$ cat config.mk
export PLATFORM = sky130hd
export DESIGN_NAME = branch_resolver
export DESIGN_NICKNAME = d
export VERILOG_FILES = /design/src/rtl/bp_pkg.sv /design/src/rtl/branch_fifo.sv /design/src/rtl/branch_resolver.sv
export SDC_FILE = /design/constraint.sdc
export NUM_CORES = 1
export LEC_CHECK = 0
export BUFFER_PORTS_ARGS = -buffer_cell sky130_fd_sc_hd__clkbuf_2
export CORE_UTILIZATION = 52
export DETAILED_ROUTE_END_ITERATION = 6
export HOLD_SLACK_MARGIN = 0.06
export PLACE_DENSITY = 0.72
export SLEW_MARGIN = 10
export SYNTH_ARGS = -nofsm -noshare
export SYNTH_HDL_FRONTEND = slang
export SYNTH_SLANG_ARGS = --single-unit
$ cat constraint.sdc
create_clock -name clk -period 3.95 [get_ports clk]
set_clock_uncertainty 0.1 [all_clocks]
set_input_delay 0.79 -clock clk [delete_from_list [all_inputs] [get_ports clk]]
set_output_delay 0.79 -clock clk [all_outputs]
set_load 0.02 [all_outputs]
$ cat src/rtl/bp_pkg.sv
// Shared types and constants for the branch resolution path between fetch and execute.
package bp_pkg;

    localparam logic [31:0] INSTR_BYTES = 32'd4;

    typedef struct packed {
        logic [31:0] pc;
        logic        pred_taken;
        logic [31:0] pred_target;
    } branch_entry_t;

endpackage

$ cat src/rtl/branch_fifo.sv
// In-order circular buffer of predicted branches; clear squashes everything and wins over push.
module branch_fifo
    import bp_pkg::*;
#(
    parameter int DEPTH = 4
) (
    input  logic          clk,
    input  logic          rst_b,
    input  logic          push,
    input  logic          pop,
    input  logic          clear,
    input  branch_entry_t push_data,
    output branch_entry_t head,
    output logic          full,
    output logic          empty
);

    localparam int PW = $clog2(DEPTH);
    localparam int CW = PW + 1;
    localparam logic [CW-1:0] DEPTH_C = CW'(DEPTH);

    branch_entry_t mem_q [DEPTH];
    logic [PW-1:0] head_q, head_d;
    logic [PW-1:0] tail_q, tail_d;
    logic [CW-1:0] count_q, count_d;

    always_comb begin
        head_d  = head_q;
        tail_d  = tail_q;
        count_d = count_q;
        if (clear) begin
            // Wrong-path squash: drop every entry, including one pushed this cycle.
            head_d  = tail_q;
            count_d = '0;
        end else begin
            if (push) tail_d = tail_q + PW'(1);
            if (pop)  head_d = head_q + PW'(1);
            case ({push, pop})
                2'b10:   count_d = count_q + CW'(1);
                2'b01:   count_d = count_q - CW'(1);
                default: count_d = count_q;
            endcase
        end
    end

    always_ff @(posedge clk or negedge rst_b) begin
        if (!rst_b) begin
            head_q  <= '0;
            tail_q  <= '0;
            count_q <= '0;
        end else begin
            head_q  <= head_d;
            tail_q  <= tail_d;
            count_q <= count_d;
        end
    end

    always_ff @(posedge clk) begin
        if (push && !clear) mem_q[tail_q] <= push_data;
    end

    assign head  = mem_q[head_q];
    assign full  = (count_q == DEPTH_C);
    assign empty = (count_q == '0);

endmodule

$ cat src/rtl/branch_resolver.sv
// Matches execute-time resolutions against queued predictions; drives predictor training and mispredict flush.
module branch_resolver
    import bp_pkg::*;
#(
    parameter int DEPTH = 4,
    parameter int CNT_W = 16
) (
    input  logic             clk,
    input  logic             rst_b,
    input  logic             push_valid,
    output logic             push_ready,
    input  logic [31:0]      push_pc,
    input  logic             push_pred_taken,
    input  logic [31:0]      push_pred_target,
    input  logic             resolve_valid,
    input  logic             resolve_taken,
    input  logic [31:0]      resolve_target,
    output logic             upd_valid,
    output logic [31:0]      upd_pc,
    output logic             upd_taken,
    output logic             flush,
    output logic [31:0]      redirect_pc,
    output logic             empty,
    output logic             resolve_err,
    output logic [CNT_W-1:0] branch_count,
    output logic [CNT_W-1:0] mispredict_count
);

    branch_entry_t pushEntry, headEntry;
    logic          fifoFull, fifoEmpty;
    logic          pushFire, resolveFire, mispredict;
    logic [31:0]   redirect;

    logic             updValid_q, updValid_d;
    logic [31:0]      updPc_q, updPc_d;
    logic             updTaken_q, updTaken_d;
    logic             flush_q, flush_d;
    logic [31:0]      redirectPc_q, redirectPc_d;
    logic             resolveErr_q, resolveErr_d;
    logic [CNT_W-1:0] branchCount_q, branchCount_d;
    logic [CNT_W-1:0] mispredictCount_q, mispredictCount_d;

    assign pushEntry  = '{pc: push_pc, pred_taken: push_pred_taken, pred_target: push_pred_target};
    assign push_ready = !fifoFull && !flush_q;
    assign pushFire   = push_valid && push_ready;
    assign resolveFire = resolve_valid && !fifoEmpty;
    assign mispredict = (resolve_taken != headEntry.pred_taken) ||
                        (resolve_taken && (resolve_target != headEntry.pred_target));
    assign redirect   = resolve_taken ? resolve_target : headEntry.pc + INSTR_BYTES;

    branch_fifo #(.DEPTH(DEPTH)) u_fifo (
        .clk       (clk),
        .rst_b     (rst_b),
        .push      (pushFire),
        .pop       (resolveFire),
        .clear     (resolveFire && mispredict),
        .push_data (pushEntry),
        .head      (headEntry),
        .full      (fifoFull),
        .empty     (fifoEmpty)
    );

    always_comb begin
        updValid_d        = resolveFire;
        updPc_d           = updPc_q;
        updTaken_d        = updTaken_q;
        flush_d           = resolveFire && mispredict;
        redirectPc_d      = redirectPc_q;
        resolveErr_d      = resolveErr_q || (resolve_valid && fifoEmpty);
        branchCount_d     = branchCount_q;
        mispredictCount_d = mispredictCount_q;
        if (resolveFire) begin
            updPc_d    = headEntry.pc;
            updTaken_d = resolve_taken;
            if (branchCount_q != '1) branchCount_d = branchCount_q + CNT_W'(1);
            if (mispredict) begin
                redirectPc_d = redirect;
                if (mispredictCount_q != '1) mispredictCount_d = mispredictCount_q + CNT_W'(1);
            end
        end
    end

    always_ff @(posedge clk or negedge rst_b) begin
        if (!rst_b) begin
            updValid_q        <= 1'b0;
            updPc_q           <= '0;
            updTaken_q        <= 1'b0;
            flush_q           <= 1'b0;
            redirectPc_q      <= '0;
            resolveErr_q      <= 1'b0;
            branchCount_q     <= '0;
            mispredictCount_q <= '0;
        end else begin
            updValid_q        <= updValid_d;
            updPc_q           <= updPc_d;
            updTaken_q        <= updTaken_d;
            flush_q           <= flush_d;
            redirectPc_q      <= redirectPc_d;
            resolveErr_q      <= resolveErr_d;
            branchCount_q     <= branchCount_d;
            mispredictCount_q <= mispredictCount_d;
        end
    end

    assign upd_valid        = updValid_q;
    assign upd_pc           = updPc_q;
    assign upd_taken        = updTaken_q;
    assign flush            = flush_q;
    assign redirect_pc      = redirectPc_q;
    assign empty            = fifoEmpty;
    assign resolve_err      = resolveErr_q;
    assign branch_count     = branchCount_q;
    assign mispredict_count = mispredictCount_q;

endmodule
# Word level (Yosys, flattened, before mapping)
# Memories as Yosys holds them, arrays and structs flattened.
# Cells that the tools add are included.
# totals
mem_bits_rw	260
reg_bits	107
n_memories	1
elab_cells	54
# memory_table
memory	words	word_bits	rd	rd_ports_with_merged_regs	write_ports	line	text
u_fifo.mem_q	4	65	1	0	1	branch_fifo.sv:22	branch_entry_t mem_q [DEPTH];
# op_classes
eq_ne	7
n_addsub	7
muxes	7
bitwise	1
reduce_logical	20
# ops
operator	n
adder 16 x 1 -> 16 bit (second input constant)	2
adder 32 x 3 -> 32 bit (second input constant)	1
2-to-1 mux 32 bit	1
inequality test 16 bit (second input constant)	2
inequality test 32 bit	1
logical AND 1 bit	7
case mux 3 bit (2 select lines)	1
AND reduction 2 bit	3
adder 2 x 1 -> 2 bit (second input constant)	2
zero test 1 bit	4
2-to-1 mux 2 bit	2
adder 3 x 1 -> 3 bit (second input constant)	1
equality test 3 bit (second input constant)	1
zero test 3 bit	1
2-to-1 mux 3 bit	1
AND reduction 3 bit	1
nonzero test 3 bit	1
subtractor 3 x 1 -> 3 bit (second input constant)	1
equality test 2 x 1 -> 1 bit (second input constant)	1
equality test 2 bit (second input constant)	1
logical OR 1 bit	2
2-to-1 mux 1 bit	2
nonzero test 2 bit	1
inequality test 1 bit	1
NOT 1 bit	1

# Depth between registers and ports, before layout
# Gate-level depths: netlist of run 1.
# An unclocked memory read counts as a cell.
# depth
ltp_word	9
ltp_mapped	13
ltp_nobuf	9

# Modules after synthesis
# Synthesis of run 1 repeated with hierarchy kept, for this count alone.
# unflattened
cells_unflattened	932
area_unflattened_um2	15133.3
# modules_own_cells
module	area_each_um2	n_inst	cells_per_inst	seq_area_each_um2
branch_fifo	9849.4	1	383	7982.7
branch_resolver	5283.8	1	549	2502.4

# Least setup slack after synthesis of run 1
# No wires, ideal clock.
# synth_timing
path_kind	register to register
start	reg u_fifo.head_q[0]
end	mem u_fifo.mem_q[0][0] in the netlist's numbering (enable)
setup_time_ns	0.430
slack_ns	-0.323
t_arrival_ns	3.743
stages_incl_launch_ff	12
n_path_buf	5
cell_sequence	dfrtp_1 buf_6 buf_12 buf_12 mux4_1 xnor2_1 nand4_1 nor4_2 a21o_2 buf_6 buf_6 and3_1
# synth_between
elab_chain_cells	9
elab_cells_between_ends	10
# synth_rtl
element	line	text
from (decl)	branch_fifo.sv:23	logic [PW-1:0] head_q, head_d;
from (signal assigned)	branch_fifo.sv:48	head_q <= '0;
from (signal assigned)	branch_fifo.sv:52	head_q <= head_d;
memory read (4 x 65 bit) *	--	
inequality test 32 bit	branch_resolver.sv:48	(resolve_taken && (resolve_target != headEntry.pred_target));
logical AND 1 bit	branch_resolver.sv:48	
logical OR 1 bit *	branch_resolver.sv:47	assign mispredict = (resolve_taken != headEntry.pred_taken) ||
logical AND 1 bit *	branch_resolver.sv:56	.clear (resolveFire && mispredict),
zero test 1 bit *	branch_fifo.sv:59	if (push && !clear) mem_q[tail_q] <= push_data;
logical AND 1 bit *	branch_fifo.sv:59	
2-to-1 mux 1 bit *	branch_fifo.sv:59	
2-to-1 mux 1 bit (not written as such) *	branch_fifo.sv:59	
to (decl)	branch_fifo.sv:22	
# Mark *: on every way between the ends. The rest lies on a longest branch, timed or not.

# Worst setup path after layout of run 1
# layout_timing
start	reg u_fifo.head_q[0]
end	reg redirectPc_q[30] (netlist: redirect_pc[30])
# layout_between
elab_chain_cells	5
elab_cells_between_ends	8
# layout_rtl
element	line	text
memory read (4 x 65 bit) *	--	
branches (longest 4 deep; another with adder 32 x 3 -> 32 bit)	--	
to (signal assigned)	branch_resolver.sv:98	redirectPc_q <= redirectPc_d;
to (decl)	branch_resolver.sv:38	logic [31:0] redirectPc_q, redirectPc_d;
# Mark *: on every way between the ends.
# A chain may end at the register's enable or synchronous reset.

==> out/results.tsv, run 1 <==
metric	value	unit
arrival	3980	ps
layout-drive-gt1-share	29.1	%
setup_viol	0	
multi_input_area	4430	um2
area_delta_synth_final	17.8	%
slew_headroom	34.3	%
min_period	3670	ps
crit_path_cell_trace	mux4_2, xnor2_1, o2111ai_1, nor4_2, a21o_2, buf_4, inv_4, mux2_4	
grt_pass1_vias	8993	
synth_flop_cell	edfxtp_1	
std_cell_rows	62	
grt_first_pass_wirelength	52600	um
max_freq	273	MHz
cp_slowest_cell	dfrtp_4	
ys_types	60	
crit_fanout	44	
cp.depth	8	
cts_tree	done	
final_cells	1608	
route.detailed.drc	0	
seq_area_frac_synth	68.9	%
yosysWarnings	0	
gp_congestion	0.830	
ir_worst_vdd	464	uV
dp_hpwl	23600	um
wl_met2	16800	um
synth_fp_nets	1078	
ioPinCount	204	
ant_nets	0	
register_area	10500	um2
drtIter0Drc	641	
status	finished clean	
hold_viol	0	
power_leakage	0.00704	uW
final_nets	1304	
fin_area	17900	um2
grt_antenna_before_repair	1	
clock_path_buffers	3	
vias	8951	
synthArstFlopShare	29.2	%
hold_class	in -> async	
dp_cells	1538	
syn_area_per_cell	15.7	um2
synth.most_common_cell	edfxtp_1	
required	4270	ps
netlist_area	15200	um2
cp-start-kind	flop	
clock_latency	540	ps
timing.max_cap.violations	0	
drv_slew	0	
placed_area	16800	um2
critPathTopFamily	flip-flops	
power.density	740	nW/um2
max_slew.worst_pin.slew	985	ps
cp-end-kind	flop	
netlist_top_cells_area	edfxtp_1 (51%), dfrtp_1 (18%), mux4_2 (7.1%), nand2_1 (3.9%), xnor2_1 (3.5%)	
fillCellCount	2119	
wl_per_cell	21.5	um
setup_tns	0	ps
synth_top_area_share	51.3	%
grt_util_all_layers	23.4	%
overflow	0	
grt_max_degree	77	
highest-signal-layer	met4	
ctsResizeCount	0	
worstSetupPathType	reg -> reg	
rsz0062_at_grt	no	
numCtsBuffers	38	
clk_pin_slew_worst_paths	60	ps
dieArea	30000	um2
worstPathBufferInverterCount	2	
cts-hold-fix-buffers	0	
die_x	173	um
post_cts_buffers	0	
period_share	92.8	%
viasPerCell	5.57	
io_buffers	203	
wl_met1	14800	um
syn_inst	968	
synth_top_cell_by_area	edfxtp_1	
clock-sinks	367	
synth_seq_cells	367	
wl	34600	um
synth_edf_count	260	
start_util	52.9	%
design.core.area	28800	um2
met3_length	2090	um
die_h	173	um
drtPass1Iterations	5	
cts_root_buf	clkbuf_16	
critPathMaxStageDelay	920	ps
ff2ff_path_depth	8	
ctsHtreeMaxLevel	2	
synth_common_cells	edfxtp_1 (260), nand2_1 (157), dfrtp_1 (107)	
-- flip-flops by register name (all words and copies together), names as in the netlist, 2 cells and up --
name              flops
redirect_pc          32
u_fifo.count_q        3
u_fifo.head_q         2
branch_count         16
mispredict_count     16
upd_pc               32
u_fifo.tail_q         2
u_fifo.mem_q        260
-- power by group --
| part | switching (uW) | leakage [uW] | internal [uW] | total [uW] |
|---|---|---|---|---|
| combinational | 2600 | 0.00278 | 1750 | 4350 |
| clock | 1420 | 0.000570 | 1920 | 3340 |
| sequential | 557 | 0.00369 | 5030 | 5590 |
| total | 4570 | 0.00704 | 8700 | 13300 |
-- path summary, 6_finish.rpt --
| kind | from | to | slack, ps |
|---|---|---|---|
| max in group asynchronous | rst_b | redirect_pc[16] | 2580 |
| setup / recovery | u_fifo.head_q[0] | redirect_pc[30] | 280 |
| hold reg to reg | resolve_err | resolve_err | 360 |
| setup reg to reg | u_fifo.head_q[0] | redirect_pc[30] | 280 |
| min in group clk | resolve_err | resolve_err | 360 |
| hold / removal | rst_b | branch_count[5] | 310 |
-- layout make-up --
cell class                 count  share of cell area (%)
inverter                      11                   0.244
sequential                   367                    58.5
multi-input combinational    550                    24.7
timing repair buffer         226                    7.34
clock buffer                  59                    6.13
antenna                        1                  0.0140
tap                          384                    2.68
clock inverter                10                   0.363
-- per-layer routing --
| metal | global-route usage (%) | vias up |
|---|---|---|
| li1 | - | 4062 |
| met3 | 3.87 | 58 |
| met1 | 33.0 | 4471 |
| met4 | 7.23 | 0 |
| met5 | 0 | - |
| met2 | 37.7 | 360 |
-- placed cells by master, fill, tap and decap left out, types with 7 or more instances in the layout --
cell       instances
nand2_1          157
clkbuf_2         202
mux4_2            48
ha_1               7
mux2i_1           33
a21oi_1           16
dfrtp_1          105
clkbuf_8           7
inv_1              9
edfxtp_1         260
clkbuf_16         38
o21ai_0           33
mux2_4             7
xnor2_1           60
nor3_1            13
buf_12            10
mux4_1             8
xor2_1            32
buf_4             14
clkbuf_1          14
nor2_1            33
and2_1             7
nand4_1           15
nand3_1           22
-- worst reg2reg max path, stage by stage, from the launching register on --
cell       delay [ps]
dfrtp_4           920
mux4_2            620
xnor2_1           180
o2111ai_1         170
nor4_2            400
a21o_2            280
buf_4             400
inv_4             150
mux2_4            320
-- logic make-up after synthesis --
logic type	synth area share, %
AO/OA/AOI/OAI	2.53
adder cells (fa/ha/maj)	0.707
buffers and inverters	2.10
XOR/XNOR	5.29
AND/OR/NAND/NOR	8.72
flip-flops	68.9
multiplexers	11.8
-- metrics by stage --
step / hold WS (ps) / utilization, % / setup WS, ps / power (uW)
5_1_grt: 363 / 62.3 / 118 / 13900
4_1_cts: 353 / 62.3 / 284 / 13400
3_5_place_dp: 344 / 58.2 / 312 / 10000
3_3_place_gp: 337 / 58.2 / 360 / 9950
2_1_floorplan: 394 / - / 391 / 8590
6_report: 315 / 62.3 / 282 / 13300
No activity file was read; power rests on OpenSTA's default activity.
==> run 2: changes to the inputs <==
Settings changed: GPL_TIMING_DRIVEN set to 0.
==> run 2 against run 1 <==
  * Cell count grew 2.1%
  * Combinational power grew 9.9%
  * First-iteration DRC count grew 18%
  * Critical path type unchanged
  * Largest power group unchanged
==> out/results.tsv, run 2 (synthesis gave the netlist of run 1 again) <==
metric	value	unit
status	finished clean	
ctsHtreeMaxLevel	2	
ant_nets	0	
wl	37100	um
layout_common_cells	edfxtp_1 (260), clkbuf_2 (201), nand2_1 (157)	
cp_slowest_cell	and3_2	
required	4020	ps
cts_root_buf	clkbuf_16	
clock_path_buffers	3	
rsz0062_at_grt	yes	
final_cells	1641	
grt_pass1_vias	9250	
regMostFlops	u_fifo.mem_q	
drtIter0Drc	759	
register_area	10500	um2
numCtsBuffers	38	
setup_viol	0	
max_slew.worst_pin.slew	921	ps
busiest_layer	met2	
ioPinCount	204	
start_util	52.9	%
crit_top_cell	buf_6	
period_share	98.9	%
ir_worst_vdd	617	uV
dp_cells	1559	
hold-worst-slack	354	ps
gp_congestion	0.871	
met1_usage	34.5	%
hold_class	reg -> reg	
final_nets	1337	
cts_tree	done	
grt_first_pass_wirelength	55700	um
clockPowerShare	26.3	%
reg2reg_slack	40	ps
fillCellCount	2060	
use_met3	5.39	%
grt_antenna_before_repair	2	
drtPass1Iterations	5	
largest_reg_flops	260	
timing.max_cap.violations	0	
min_period	3910	ps
std_cell_rows	62	
arrival	3980	ps
max_freq	256	MHz
slew_headroom	38.6	%
crit_start	u_fifo.head_q[1]	
layout_commonest_cell	edfxtp_1	
wl_per_cell	22.6	um
viasPerCell	5.65	
layout-drive-gt1-share	30.0	%
io_buffers	202	
p_int	9100	uW
dieArea	30000	um2
crit_fanout	15	
grt_util_all_layers	25.1	%
clock_latency	530	ps
drv_slew	0	
design.core.area	28800	um2
dp_hpwl	25200	um
power_leakage	0.00721	uW
worstSetupPathType	reg -> reg	
critPathMaxStageDelay	540	ps
multi_input_area	4470	um2
hold_viol	0	
grt_max_degree	79	
power.density	761	nW/um2
pwr-share-comb	34.4	%
hp-start	resolve_err	
rr_startpoint	u_fifo.head_q[1]	
clk_pin_slew_worst_paths	60	ps
route.detailed.drc	0	
die_x	173	um
clock-sinks	367	
die_h	173	um
vias	9266	
p_sw_share	34.5	%
power	13900	uW
pwr-share-seq	39.3	%
p_sw	4800	uW
cp-start-kind	flop	
grt_use_met2	40.1	%
area_delta_synth_final	19.9	%
overflow	0	
crit_path_cell_trace	buf_4, buf_2, mux4_2, xnor2_1, o2111ai_1, nor4_2, a21o_2, buf_6, buf_6, and3_2	
cp-end-kind	flop	
run 2: cell count changes in the layout (fill, tap and decap cells not counted), sizes merged, moves of 4 or more:
cell    before  now
bufinv       0    4
and3         6   10
buf         24   38
clkbuf     261  267
run 2: worst max-delay path, delay by kind of cell (launching register included):
family	cells	cell delay, ps
compound gates	2	480
xor+xnor	1	190
flops	1	400
simple gates	2	990
buf+inv	4	980
mux	1	390
run 2: power groups by stage:
stage / Combinational [uW] / Sequential, uW / Clock (uW)
after global placement: 4560 / 5510 / 0
after detailed placement: 4690 / 5530 / 0
after CTS: 4810 / 5460 / 3710
after floorplan: 2690 / 5900 / 0
final: 4780 / 5460 / 3660
after global routing: 5110 / 5540 / 3860
run 2: area by class of cell:
type	count	share of cell area [%]
antenna	2	0.0274
buffer	40	1.51
clock buffer	51	5.93
clock inverter	17	1.15
inverter	11	0.240
multi-input combinational	554	24.5
sequential	367	57.4
tap	384	2.63
timing repair buffer	215	6.59
run 2: path summary, 6_finish.rpt:
path                                  endpoint  depth (start not counted)
min in group asynchronous      branch_count[0]                          2
max reg2reg                u_fifo.mem_q[2][27]                         10
max in group asynchronous      redirect_pc[15]                          3
max                        u_fifo.mem_q[2][27]                         10
min reg2reg                        resolve_err                          1
min                                resolve_err                          1
run 2: per-stage QoR:
stage / utilization [%] / setup slack [ps] / TNS [ps] / cell area [um2]
floorplan: - / 391 / 0 / 15200
global placement: 58.1 / -801 / -201590 / 16700
detailed placement: 58.6 / -156 / -19510 / 16900
CTS: 63.4 / 51.4 / 0 / 18300
global route: 63.4 / -48.1 / -2000 / 18300
finish: 63.4 / 42.1 / 0 / 18300
run 2: metal layers:
metal / wire [um] / vias to the layer above
met1: 15200 / 4637
met4: 1060 / 0
met2: 17900 / 411
met5: 0 / -
met3: 2970 / 70
li1: - / 4148
run 2: timing repair:
| action | 4_1_cts | 5_1_grt |
|---|---|---|
| gates cloned | 4 | 0 |
| pin swaps | 4 | 0 |
| setup endpoints to repair | 137 | 63 |
| hold buffers | 1 | 0 |
| endpoints found under the hold margin | 29 | 0 |
| buffers inserted | 7 | 0 |
| resized for setup | 0 | 1 |
==> run 3: changes to the inputs <==
Settings changed: BUFFER_PORTS_ARGS -buffer_cell sky130_fd_sc_hd__clkbuf_2 to not set, CORE_UTILIZATION 52 to 55, CTS_BUF_LIST set to sky130_fd_sc_hd__clkbuf_8, DONT_BUFFER_PORTS set to 1, PLACE_DENSITY 0.72 to 0.69.
==> run 3 against run 2 <==
  * Global-route usage down 0.077 points
  * Register-to-register slack gained 240 ps
  * Clock-buffer cell count up 14
  * Worst setup slack better by 240 ps
  * First-iteration DRC count fell by 8.0%
  * Maximum frequency up 6.6%
  * Die area shrank 5.4%
  * Cell count shrank 12%
  * Sequential power up 11%
  * Flip-flop and latch count unchanged
==> out/results.tsv, run 3 (synthesis gave the netlist of run 1 again) <==
metric	value	unit
design.core.area	27000	um2
power_leakage	0.00641	uW
hold_class	in -> reg	
final_nets	1153	
grt_max_degree	108	
grt_use_met2	39.8	%
cp-start-kind	flop	
area_delta_synth_final	12.4	%
grt_antenna_before_repair	1	
wl_per_cell	24.9	um
die_h	168	um
grt_first_pass_wirelength	52000	um
required	4080	ps
dieArea	28400	um2
overflow	0	
drtPass1Iterations	5	
hold_end	u_fifo.mem_q[3][52]	
hp-start	push_pc[19]	
ir_worst_vdd	425	uV
fillCellCount	1994	
cp-end-kind	flop	
crit_fanout	17	
io_buffers	0	
std_cell_rows	60	
ff2ff_path_depth	11	
busiest_layer	met2	
clk_pin_slew_worst_paths	70	ps
dp_cells	1313	
final_cells	1436	
max_slew.worst_pin.slew	731	ps
die_x	168	um
gp_congestion	0.841	
hold_viol	0	
ioPinCount	204	
clock-sinks	367	
regMostFlops	u_fifo.mem_q	
layout_common_cells	edfxtp_1 (260), nand2_1 (157), dfrtp_1 (107)	
met1_usage	31.7	%
max_freq	273	MHz
grt_pass1_vias	8540	
hold_path_depth	0	
route.detailed.drc	0	
arrival	3790	ps
slew_headroom	51.3	%
reg2reg_slack	290	ps
cts_tree	done	
grt_util_all_layers	25.0	%
setup_tns	0	ps
setup_viol	0	
cts_root_buf	clkbuf_8	
drv_slew	0	
rsz0062_at_grt	no	
hold-worst-slack	182	ps
clock_path_buffers	3	
viasPerCell	5.90	
layout_commonest_cell	edfxtp_1	
dp_hpwl	23900	um
start_util	56.3	%
vias	8470	
use_met3	9.38	%
ctsHtreeMaxLevel	2	
status	finished clean	
numCtsBuffers	59	
rr_startpoint	u_fifo.head_q[0]	
wl	35700	um
power.density	759	nW/um2
power	13000	uW
drtIter0Drc	698	
regToRegEndpoint	u_fifo.mem_q[3][59]	
timing.max_cap.violations	0	
clock_latency	600	ps
largest_reg_flops	260	
layout-drive-gt1-share	17.8	%
worstSetupPathType	reg -> reg	
min_period	3660	ps
ant_nets	0	
period_share	92.8	%
## run 3: cell count changes in the layout (fill, tap and decap cells not counted), moves of 6 or more
cell / previous run / this run
inv_1: 9 / 31
clkbuf_8: 5 / 65
clkinv_1: 4 / 10
clkbuf_16: 40 / 0
clkbuf_1: 21 / 14
clkbuf_2: 201 / 0
clkinv_2: 5 / 11
## run 3: layout make-up
class | instances | area (um2) | share of cell area [%]
inverters | 11 | 43.8 | 0.256
plain buffers | 40 | 285 | 1.67
flip-flops and latches | 367 | 10500 | 61.3
diodes | 1 | 2.50 | 0.0146
well taps | 341 | 427 | 2.49
repair buffers | 10 | 205 | 1.20
multi-input cells | 554 | 4480 | 26.2
clock inverters | 47 | 278 | 1.62
clock buffers | 65 | 895 | 5.23
## run 3: critical path, cell delays in order (launching register included)
cell and delay [ps]:
dfrtp_1 350, buf_8 160, buf_12 160, buf_12 160, mux4_1 570, xnor2_1 150
nand4_1 230, nor4_4 250, a21o_2 250, buf_8 170, buf_6 190, and3_2 540
## run 3: through the flow
| step | setup slack [ps] | instance area [um2] | utilization (%) |
|---|---|---|---|
| floorplan | 391 | 15200 | - |
| global placement | -868 | 15700 | 57.9 |
| detailed placement | -142 | 15800 | 58.3 |
| CTS | -57.7 | 17000 | 62.9 |
| global route | 65.6 | 17100 | 63.3 |
| finish | 286 | 17100 | 63.3 |
## run 3: worst max path at each step
stage / from / endpoint / slack [ps] / cells after the start
4_1_cts: u_fifo.head_q[0] / u_fifo.mem_q[3][29] / -60 / 12
2_1_floorplan: u_fifo.head_q[0] / u_fifo.mem_q[0][0] / 390 / 11
3_5_place_dp: u_fifo.count_q[0] / u_fifo.mem_q[0][16] / -140 / 10
6_report: u_fifo.head_q[0] / u_fifo.mem_q[3][59] / 290 / 11
5_1_grt: u_fifo.head_q[0] / u_fifo.mem_q[3][59] / 70 / 11
3_3_place_gp: u_fifo.count_q[0] / u_fifo.mem_q[1][4] / -870 / 9
## run 3: repair_timing
action / 4_1_cts / 5_1_grt
pin swaps: 5 / 4
gates resized for setup: 6 / 0
endpoints found under the hold margin: 107 / 0
setup buffers: 0 / 4
setup endpoints to repair: 131 / 131
hold buffers: 2 / 0
cloned: 0 / 4
## run 3: power by group
group	switching [uW]	internal, uW	total [uW]
Clock	1470	1710	3190
Combinational	2150	1600	3740
Sequential	1040	5020	6060
## run 3: metal layers
| layer | routed length [um] | up-vias |
|---|---|---|
| met5 | 0 | - |
| met1 | 14100 | 4273 |
| met3 | 3530 | 78 |
| met4 | 1120 | 0 |
| met2 | 17000 | 347 |
| li1 | - | 3772 |
